[src/rtl/rf_pkg.sv]
// Shared register-file types and sizes, used by the register file, its read mux
// and the read-port arbiter.
package rf_pkg;

  localparam int RF_ADDR_W   = 5;
  localparam int RF_DATA_W   = 32;
  localparam int RF_NUM_REGS = 32;

  typedef logic [RF_ADDR_W-1:0] rf_addr_t;
  typedef logic [RF_DATA_W-1:0] rf_data_t;

endpackage

[src/rtl/rr_arbiter.sv]
// Combinational round-robin arbiter: grants the first set request at or after ptr,
// searching upward and wrapping from N_REQ-1 to 0.
module rr_arbiter #(
  parameter  int N_REQ = 4,
  localparam int ID_W  = $clog2(N_REQ)
) (
  input  logic [N_REQ-1:0] req,
  input  logic [ID_W-1:0]  ptr,
  output logic [N_REQ-1:0] grant,
  output logic [ID_W-1:0]  idx
);

  always_comb begin
    int          k;
    logic [ID_W-1:0] kk;
    // NOTE: every variable written here gets a default first, so no path can
    // leave a value unassigned and infer a latch.
    grant = '0;
    idx   = '0;
    k     = 0;
    kk    = '0;
    // Walk offsets from farthest to nearest so the nearest requester is written last and wins.
    for (int i = N_REQ - 1; i >= 0; i--) begin
      k = int'(ptr) + i;
      if (k >= N_REQ) k = k - N_REQ;
      kk = ID_W'(k);
      if (req[kk]) begin
        grant     = '0;
        grant[kk] = 1'b1;
        idx       = kk;
      end
    end
  end

endmodule

[src/rtl/rf_read_arbiter.sv]
// Round-robin sharing of the register-file read port with a one-entry tagged response buffer.
// Optional build macro: RF_ARB_ZERO_BYPASS_EN (address 0 returns zero without using the mux).
module rf_read_arbiter
  import rf_pkg::*;
#(
  parameter  int N_REQ  = 4,
  parameter  int ADDR_W = RF_ADDR_W,
  parameter  int DATA_W = RF_DATA_W,
  localparam int ID_W   = $clog2(N_REQ)
) (
  input  logic                    clk_i,
  input  logic                    rst_n_i,
  input  logic [N_REQ-1:0]        req_valid_i,
  input  logic [N_REQ*ADDR_W-1:0] req_addr_i,
  output logic [N_REQ-1:0]        req_ready_o,
  output logic [ADDR_W-1:0]       rf_raddr_o,
  input  logic [DATA_W-1:0]       rf_rdata_i,
  output logic                    rsp_valid_o,
  input  logic                    rsp_ready_i,
  output logic [DATA_W-1:0]       rsp_data_o,
  output logic [ID_W-1:0]         rsp_id_o
);

  logic [ID_W-1:0]   rr_ptr;
  logic [ID_W-1:0]   ptr_next;
  logic              slot_free;
  logic [N_REQ-1:0]  req_elig;
  logic [N_REQ-1:0]  grant;
  logic [ID_W-1:0]   gnt_idx;
  logic              gnt_any;
  logic [ADDR_W-1:0] gnt_addr;
  logic [DATA_W-1:0] data_next;

  // Requests are hidden from the arbiter while the buffer cannot take a new entry or reset is held.
  assign slot_free = !rsp_valid_o || rsp_ready_i;
  assign req_elig  = (slot_free && rst_n_i) ? req_valid_i : '0;

  rr_arbiter #(.N_REQ(N_REQ)) u_arb (
    .req   (req_elig),
    .ptr   (rr_ptr),
    .grant (grant),
    .idx   (gnt_idx)
  );

  assign gnt_any     = |grant;
  assign gnt_addr    = req_addr_i[gnt_idx*ADDR_W +: ADDR_W];
  assign req_ready_o = grant;
  assign ptr_next    = (gnt_idx == ID_W'(N_REQ - 1)) ? '0 : gnt_idx + ID_W'(1);

`ifdef RF_ARB_ZERO_BYPASS_EN
  logic zero_hit;
  assign zero_hit   = gnt_any && (gnt_addr == '0);
  assign rf_raddr_o = (gnt_any && !zero_hit) ? gnt_addr : '0;
  assign data_next  = zero_hit ? '0 : rf_rdata_i;
`else
  assign rf_raddr_o = gnt_any ? gnt_addr : '0;
  assign data_next  = rf_rdata_i;
`endif

  // NOTE: state registers use non-blocking assignments so every flop samples
  // pre-edge values regardless of statement order. The data buffer is reset
  // too, so the response outputs read as defined zeros out of reset.
  always_ff @(posedge clk_i or negedge rst_n_i) begin
    if (!rst_n_i) begin
      rsp_valid_o <= 1'b0;
      rsp_data_o  <= '0;
      rsp_id_o    <= '0;
      rr_ptr      <= '0;
    end else if (gnt_any) begin
      rsp_valid_o <= 1'b1;
      rsp_data_o  <= data_next;
      rsp_id_o    <= gnt_idx;
      rr_ptr      <= ptr_next;
    end else if (rsp_ready_i) begin
      rsp_valid_o <= 1'b0;
    end
  end

endmodule

[config.mk]
export PLATFORM = sky130hd
export DESIGN_NAME = rf_read_arbiter
export DESIGN_NICKNAME = d
export VERILOG_FILES = /design/src/rtl/rf_pkg.sv /design/src/rtl/rr_arbiter.sv /design/src/rtl/rf_read_arbiter.sv
export SDC_FILE = /design/constraint.sdc
export NUM_CORES = 1
export LEC_CHECK = 0
export ABC_AREA = 1
export ABC_CLOCK_PERIOD_IN_PS = 3000
export CAP_MARGIN = 20
export CELL_PAD_IN_SITES_DETAIL_PLACEMENT = 0
export CELL_PAD_IN_SITES_GLOBAL_PLACEMENT = 1
export CORE_MARGIN = 2
export CORE_UTILIZATION = 28
export DETAILED_ROUTE_END_ITERATION = 16
export HOLD_SLACK_MARGIN = 0.12
export MAX_ROUTING_LAYER = met4
export PLACE_DENSITY_LB_ADDON = 0.05
export SLEW_MARGIN = 20
export SYNTH_ARGS = -nofsm -noshare
export SYNTH_HDL_FRONTEND = slang
export SYNTH_HIERARCHICAL = 1
export SYNTH_SLANG_ARGS = --single-unit
[constraint.sdc]
create_clock -name clk_i -period 3 [get_ports clk_i]
set_clock_uncertainty 0.1 [all_clocks]
set_input_delay 0.3 -clock clk_i [delete_from_list [all_inputs] [get_ports clk_i]]
set_output_delay 0.3 -clock clk_i [all_outputs]
set_load 0.02 [all_outputs]
# After elaboration in Yosys (flattened, before gate mapping)

Index checks and enable logic that the tools add are counted.

Register bits: 37
Bits of input ports: 59
Word-level logic and storage cells: 69

$add $sub $neg: 8
Multipliers: 1
Order comparisons: 12
Equal/unequal tests: 1
Shift-type cells: 1
Muxes and demuxes: 33
Reductions and logical operators: 9

Operator list:

| kind                  | number |
|---|---|
| $mux W4               | 5 |
| $shiftx A20 B6 Y5     | 1 |
| $mux W2               | 9 |
| $lt A2 B3 Y1 const B  | 4 |
| $mux W1               | 10 |
| $ge A3 B3 Y1 const B  | 3 |
| $bmux W1 S2           | 4 |
| $demux W1 S2          | 4 |
| $ge A2 B1 Y1 const B  | 4 |
| $sub A2 B1 Y2 const B | 4 |
| $add A2 B2 Y3 const B | 2 |
| $logic_and A1 B1 Y1   | 5 |
| $mul A2 B3 Y5 const B | 1 |
| $mux W5               | 1 |
| $reduce_or A4 Y1      | 1 |
| $add A2 B1 Y3 const B | 1 |
| $ge A2 B3 Y1 const B  | 1 |
| $add A2 B1 Y2 const B | 1 |
| $eq A2 B2 Y1 const B  | 1 |
| $reduce_bool A2 Y1    | 1 |
| $logic_not A1 Y1      | 1 |
| $logic_or A1 B1 Y1    | 1 |

# Longest topological paths before layout

Depth in word-level cells: 13
Depth in mapped cells: 19

# Hierarchy

Netlist, hierarchy kept.

Modules (own cells, without submodules):

| module          | instances | cells each | area each (µm²) | seq. area each (µm²) |
|---|---|---|---|---|
| rf_read_arbiter | 1         | 221        | 1687.9          | 925.9 |
| rr_arbiter      | 1         | 82         | 457.9           | 0.0 |

# Worst setup path before layout

OpenSTA, ideal clock, no wires.

Kind: flip-flop to output port
Start point: reg rsp_valid_o
End point: out rf_raddr_o[0]
Arrival: 2.543 ns
Data required time: 2.600 ns
Path slack: 0.057 ns
Stages on the path, launching flop included: 18
Buffers on the path: 1
Cell sequence: dfrtp_1 inv_1 o21ai_0 nor2_1 nand2_1 o21ai_1 nand2_1 nand2_2 inv_2 nand2_2 nor2_1 nor2_1 nor2_1 nor2_1 nand2_2 inv_2 buf_4 a21oi_1

RTL lines:

| what                          | line                  | source |
|---|---|---|
| from (decl)                   | rf_read_arbiter.sv:18 | `output logic rsp_valid_o,` |
| from (signal assigned)        | rf_read_arbiter.sv:65 | `rsp_valid_o <= 1'b0;` |
| from (signal assigned)        | rf_read_arbiter.sv:70 | `rsp_valid_o <= 1'b1;` |
| from (signal assigned)        | rf_read_arbiter.sv:75 | `rsp_valid_o <= 1'b0;` |
| $logic_not A1 Y1 (*)          | rf_read_arbiter.sv:35 | `assign slot_free = !rsp_valid_o \|\| rsp_ready_i;` |
| $logic_or A1 B1 Y1 (*)        | rf_read_arbiter.sv:35 |  |
| $logic_and A1 B1 Y1 (*)       | rf_read_arbiter.sv:36 | `assign req_elig = (slot_free && rst_n_i) ? req_valid_i : '0;` |
| $mux W4 (*)                   | rf_read_arbiter.sv:36 |  |
| via req_elig[3]               | rf_read_arbiter.sv:27 | `logic [N_REQ-1:0] req_elig;` |
| $bmux W1 S2                   | rr_arbiter.sv:27      | `if (req[kk]) begin` |
| $mux W1 (not written as such) | rr_arbiter.sv:27      |  |
| $mux W4 (3 in a row)          | rr_arbiter.sv:27      |  |
| $mux W4 (*)                   | rr_arbiter.sv:27      |  |
| via req_ready_o[3]            | rf_read_arbiter.sv:15 | `output logic [N_REQ-1:0] req_ready_o,` |
| $reduce_or A4 Y1 (*)          | rf_read_arbiter.sv:45 | `assign gnt_any = \|grant;` |
| $mux W5 (*)                   | rf_read_arbiter.sv:56 | `assign rf_raddr_o = gnt_any ? gnt_addr : '0;` |
| to (decl)                     | rf_read_arbiter.sv:16 | `output logic [ADDR_W-1:0] rf_raddr_o,` |

Mark *: on every way through the listed nets, which the timed path passes. The rest lies on a longest branch. The select of a mux whose other input is x is not followed.

# Final worst setup path

Start point: reg rsp_valid_o
End point: out rf_raddr_o[3]

Longest elaborated chain between the ends: 13

Ends and longest elaborated chain:

| what                          | line                  | source |
|---|---|---|
| $logic_not A1 Y1 (*)          | rf_read_arbiter.sv:35 |  |
| $logic_or A1 B1 Y1 (*)        | rf_read_arbiter.sv:35 |  |
| $logic_and A1 B1 Y1 (*)       | rf_read_arbiter.sv:36 |  |
| $mux W4 (*)                   | rf_read_arbiter.sv:36 |  |
| via req_elig[0]               | rf_read_arbiter.sv:27 |  |
| $bmux W1 S2                   | rr_arbiter.sv:27      |  |
| $mux W1 (not written as such) | rr_arbiter.sv:27      |  |
| $mux W2 (4 in a row)          | rr_arbiter.sv:27      |  |
| $mul A2 B3 Y5                 | rf_read_arbiter.sv:46 | `assign gnt_addr = req_addr_i[gnt_idx*ADDR_W +: ADDR_W];` |
| $shiftx A20 B6 Y5             | rf_read_arbiter.sv:46 |  |
| $mux W5 (*)                   | rf_read_arbiter.sv:56 |  |

Marks and branches as above.

==> metrics.yaml <==
status:
  status: "finished, final reports clean"
timing:
  fin_tns_setup_ps: 0
  slew_headroom: 0.672
  fin_crit_sh: 0.955
  rsz0062_at_grt: "yes"
  slew_violations: 0
  finalCriticalPeriod_ps: 2860
  fmax_ghz: 0.349
  setup_viol_count_final: 0
  worst_pin_slew_ps: 492
  hold_viol: 0
  worst_slack_ps: 136
yosys:
  muxShareOfSynthArea: 0
  synth-edff-count: 0
  synthArstFlopShare: 1.00
  ys_warn_count: 6
  synth-compound-area-share: 0.0385
  synth_top_cell_by_area: "dfrtp_1"
  ys_ff_latch: 37
  syn_nets: 371
  synth_cells: 303
  synth-simple-area-share: 0.384
  syn_area_per_cell_sq_um: 7.08
  synth_top_area_share: 0.431
  synth_cell_types: 20
  synth_flop_cell: "dfrtp_1"
  synth-seq-area-share: 0.431
  synthAdderAreaFrac: 0.0525
  synth-xor-area-share: 0
  netlist_area_sq_um: 2150
  ys_top_cells_by_area: "dfrtp_1 (43%), nand2_1 (25%), ha_1 (5.2%)"
  synth_top_family_by_area: "simple AND/OR/NAND/NOR gates"
layout:
  syn_to_final_growth_pct: 72.5
  num_antenna_cells: 0
  drive_gt1_frac: 0.216
  nFillCells: 748
  final_util: 0.505
  layout_commonest_cell: "nand2_1"
  final_area_sq_um: 3700
  nNetsFinal: 504
  layout_common_cells: "nand2_1 (140), clkdlybuf4s50_1 (91), dfrtp_1 (37)"
global_routing:
  grt.overflow.total: 0
  antenna_found_initial: 0
  grt_use_total: 0.155
  grt_pass1_vias: 2172
  grt_pass1_wl_mm: 10.1
  grt_max_degree: 38
floorplan:
  num_rows: 31
  initial_core_util: 0.293
  dieHeight_microns: 91.5
  coreArea_sq_um: 7330
  die_w_microns: 91.5
  die_area_sq_um: 8380
  io_pins: 103
worst_setup_path:
  cpLargestDelayFamily: "buffers and inverters"
  crit_slowest_cell: "dfrtp_1"
  end_kind: "output port"
  cp.arrival_ps: 2460
  crit_chain: "inv_2, o21ai_2, buf_6, nor2_1, inv_1, nand2_2, buf_6, nand3_4, nand2_4, buf_6, a21oi_2, nand2_1, nor2_1, nor2_2, nor2_2, nand2_4, inv_4, a21oi_2, buf_4"
  critPathLaunchType: "register"
  cpMostUsedCell: "buf_6"
  slowest_delay_ps: 370
  criticalPathCategory: "reg2out"
  cp.buffers_inverters: 7
  cp_max_fo: 6
  cp_data_required_time_ps: 2600
worst_hold_path:
  min_path_type: "in2reg"
detailed_routing:
  wl_per_cell_microns: 11.7
  drc_errors: 0
  via_per_inst: 4.26
  drt_iter0_drc: 65
  first_pass_iters: 4
  num_vias: 2277
  ant_nets: 0
  routed_wl_mm: 6.25
clock_tree:
  cts-root-buf: "clkbuf_8"
  numCtsBuffers: 5
  cts_tree: "done"
  cts_buffer_depth: 2
  insertion_delay_ps: 290
  clk_pin_slew_ps: 70
  htree_levels: 2
  cts.sinks: 37
place:
  place_congestion: 0.762
  io_buffers: 102
  place_hpwl_mm: 4.51
  preCtsSetupSlack_ps: -502
  placed_area_sq_um: 3420
run:
  cap_violations: 0
-- cells in the mapped netlist (2+ instances only) --
| cell | n |
|---|---|
| nand2_1 | 144 |
| dfrtp_1 | 37 |
| inv_1 | 28 |
| nand3_1 | 21 |
| nor2_1 | 20 |
| ha_1 | 9 |
| a21oi_1 | 8 |
| nand2_2 | 6 |
| o21ai_0 | 5 |
| buf_2 | 4 |
| buf_4 | 4 |
| inv_2 | 3 |
| nand3_2 | 3 |
| buf_6 | 2 |
| inv_4 | 2 |
| nand2_4 | 2 |
| o21ai_1 | 2 |
-- per-layer routing --
| metal | GRT usage | part of all wire | up-vias |
|---|---|---|---|
| met5 | - | 0 | - |
| li1 | - | - | 1182 |
| met2 | 0.247 | 0.48 | 64 |
| met3 | 0.0448 | 0.069 | 6 |
| met1 | 0.189 | 0.44 | 1025 |
| met4 | 0.0467 | 0.011 | 0 |
-- what timing repair did --
action / CTS / global route
pin swaps: 2 / 19
setup buffers: 4 / 2
resized for setup: 27 / 50
setup endpoints to repair: 9 / 41
hold buffers: 1 / 0
hold endpoints to repair: 37 / 0
-- stage by stage --
stage	cells	hold slack, ps
after global placement	522	305
after floorplan	303	-95.6
final	535	179
after global routing	535	192
after detailed placement	522	319
after CTS	534	377
-- final timing paths --
kind	startpoint	to	slack, ps	cells after the start
worst max register to register	rsp_valid_o	rsp_valid_o	230	19
worst min register to register	rsp_data_o[27]	rsp_data_o[27]	370	2
worst max-delay path	rsp_valid_o	rf_raddr_o[3]	140	19
worst min-delay path	rsp_ready_i	rsp_valid_o	180	2
min in group asynchronous	rst_n_i	rsp_data_o[14]	550	3
max in group asynchronous	rst_n_i	rsp_data_o[22]	1900	3
-- kinds of logic (layout without fill, tap and decap cells) --
kind of cell / after synthesis / count (layout)
AND/OR/NAND/NOR: 198 / 198
AO/OA/AOI/OAI: 16 / 16
adder cells (fa/ha/maj): 9 / 9
flip-flops: 37 / 37
buffers and inverters: 43 / 176
-- layout make-up --
class | instances | area, sq um | area share
clock buffers | 6 | 82.6 | 0.0223
well taps | 99 | 124 | 0.0335
multi-input cells | 223 | 1140 | 0.309
inverters | 33 | 131 | 0.0355
repair buffers | 136 | 1290 | 0.348
clock inverters | 1 | 7.51 | 0.00203
flip-flops and latches | 37 | 926 | 0.250
-- worst reg2reg max path, delay by kind of cell, from the launching register on --
kind,cells,cell delay (ps)
buffers and inverters,7,1000
AO/OA/AOI/OAI,3,400
AND/OR/NAND/NOR,9,750
flip-flops,1,370
-- sequential cells by signal, summed over array words and instances (netlist names) --
register	flops
rr_ptr	2
rsp_id_o	2
rsp_data_o	32
rsp_valid_o	1
Power is left out: the tool's default activity adds up to more than one toggle a clock period on the data nets, which glitch-free logic cannot reach.
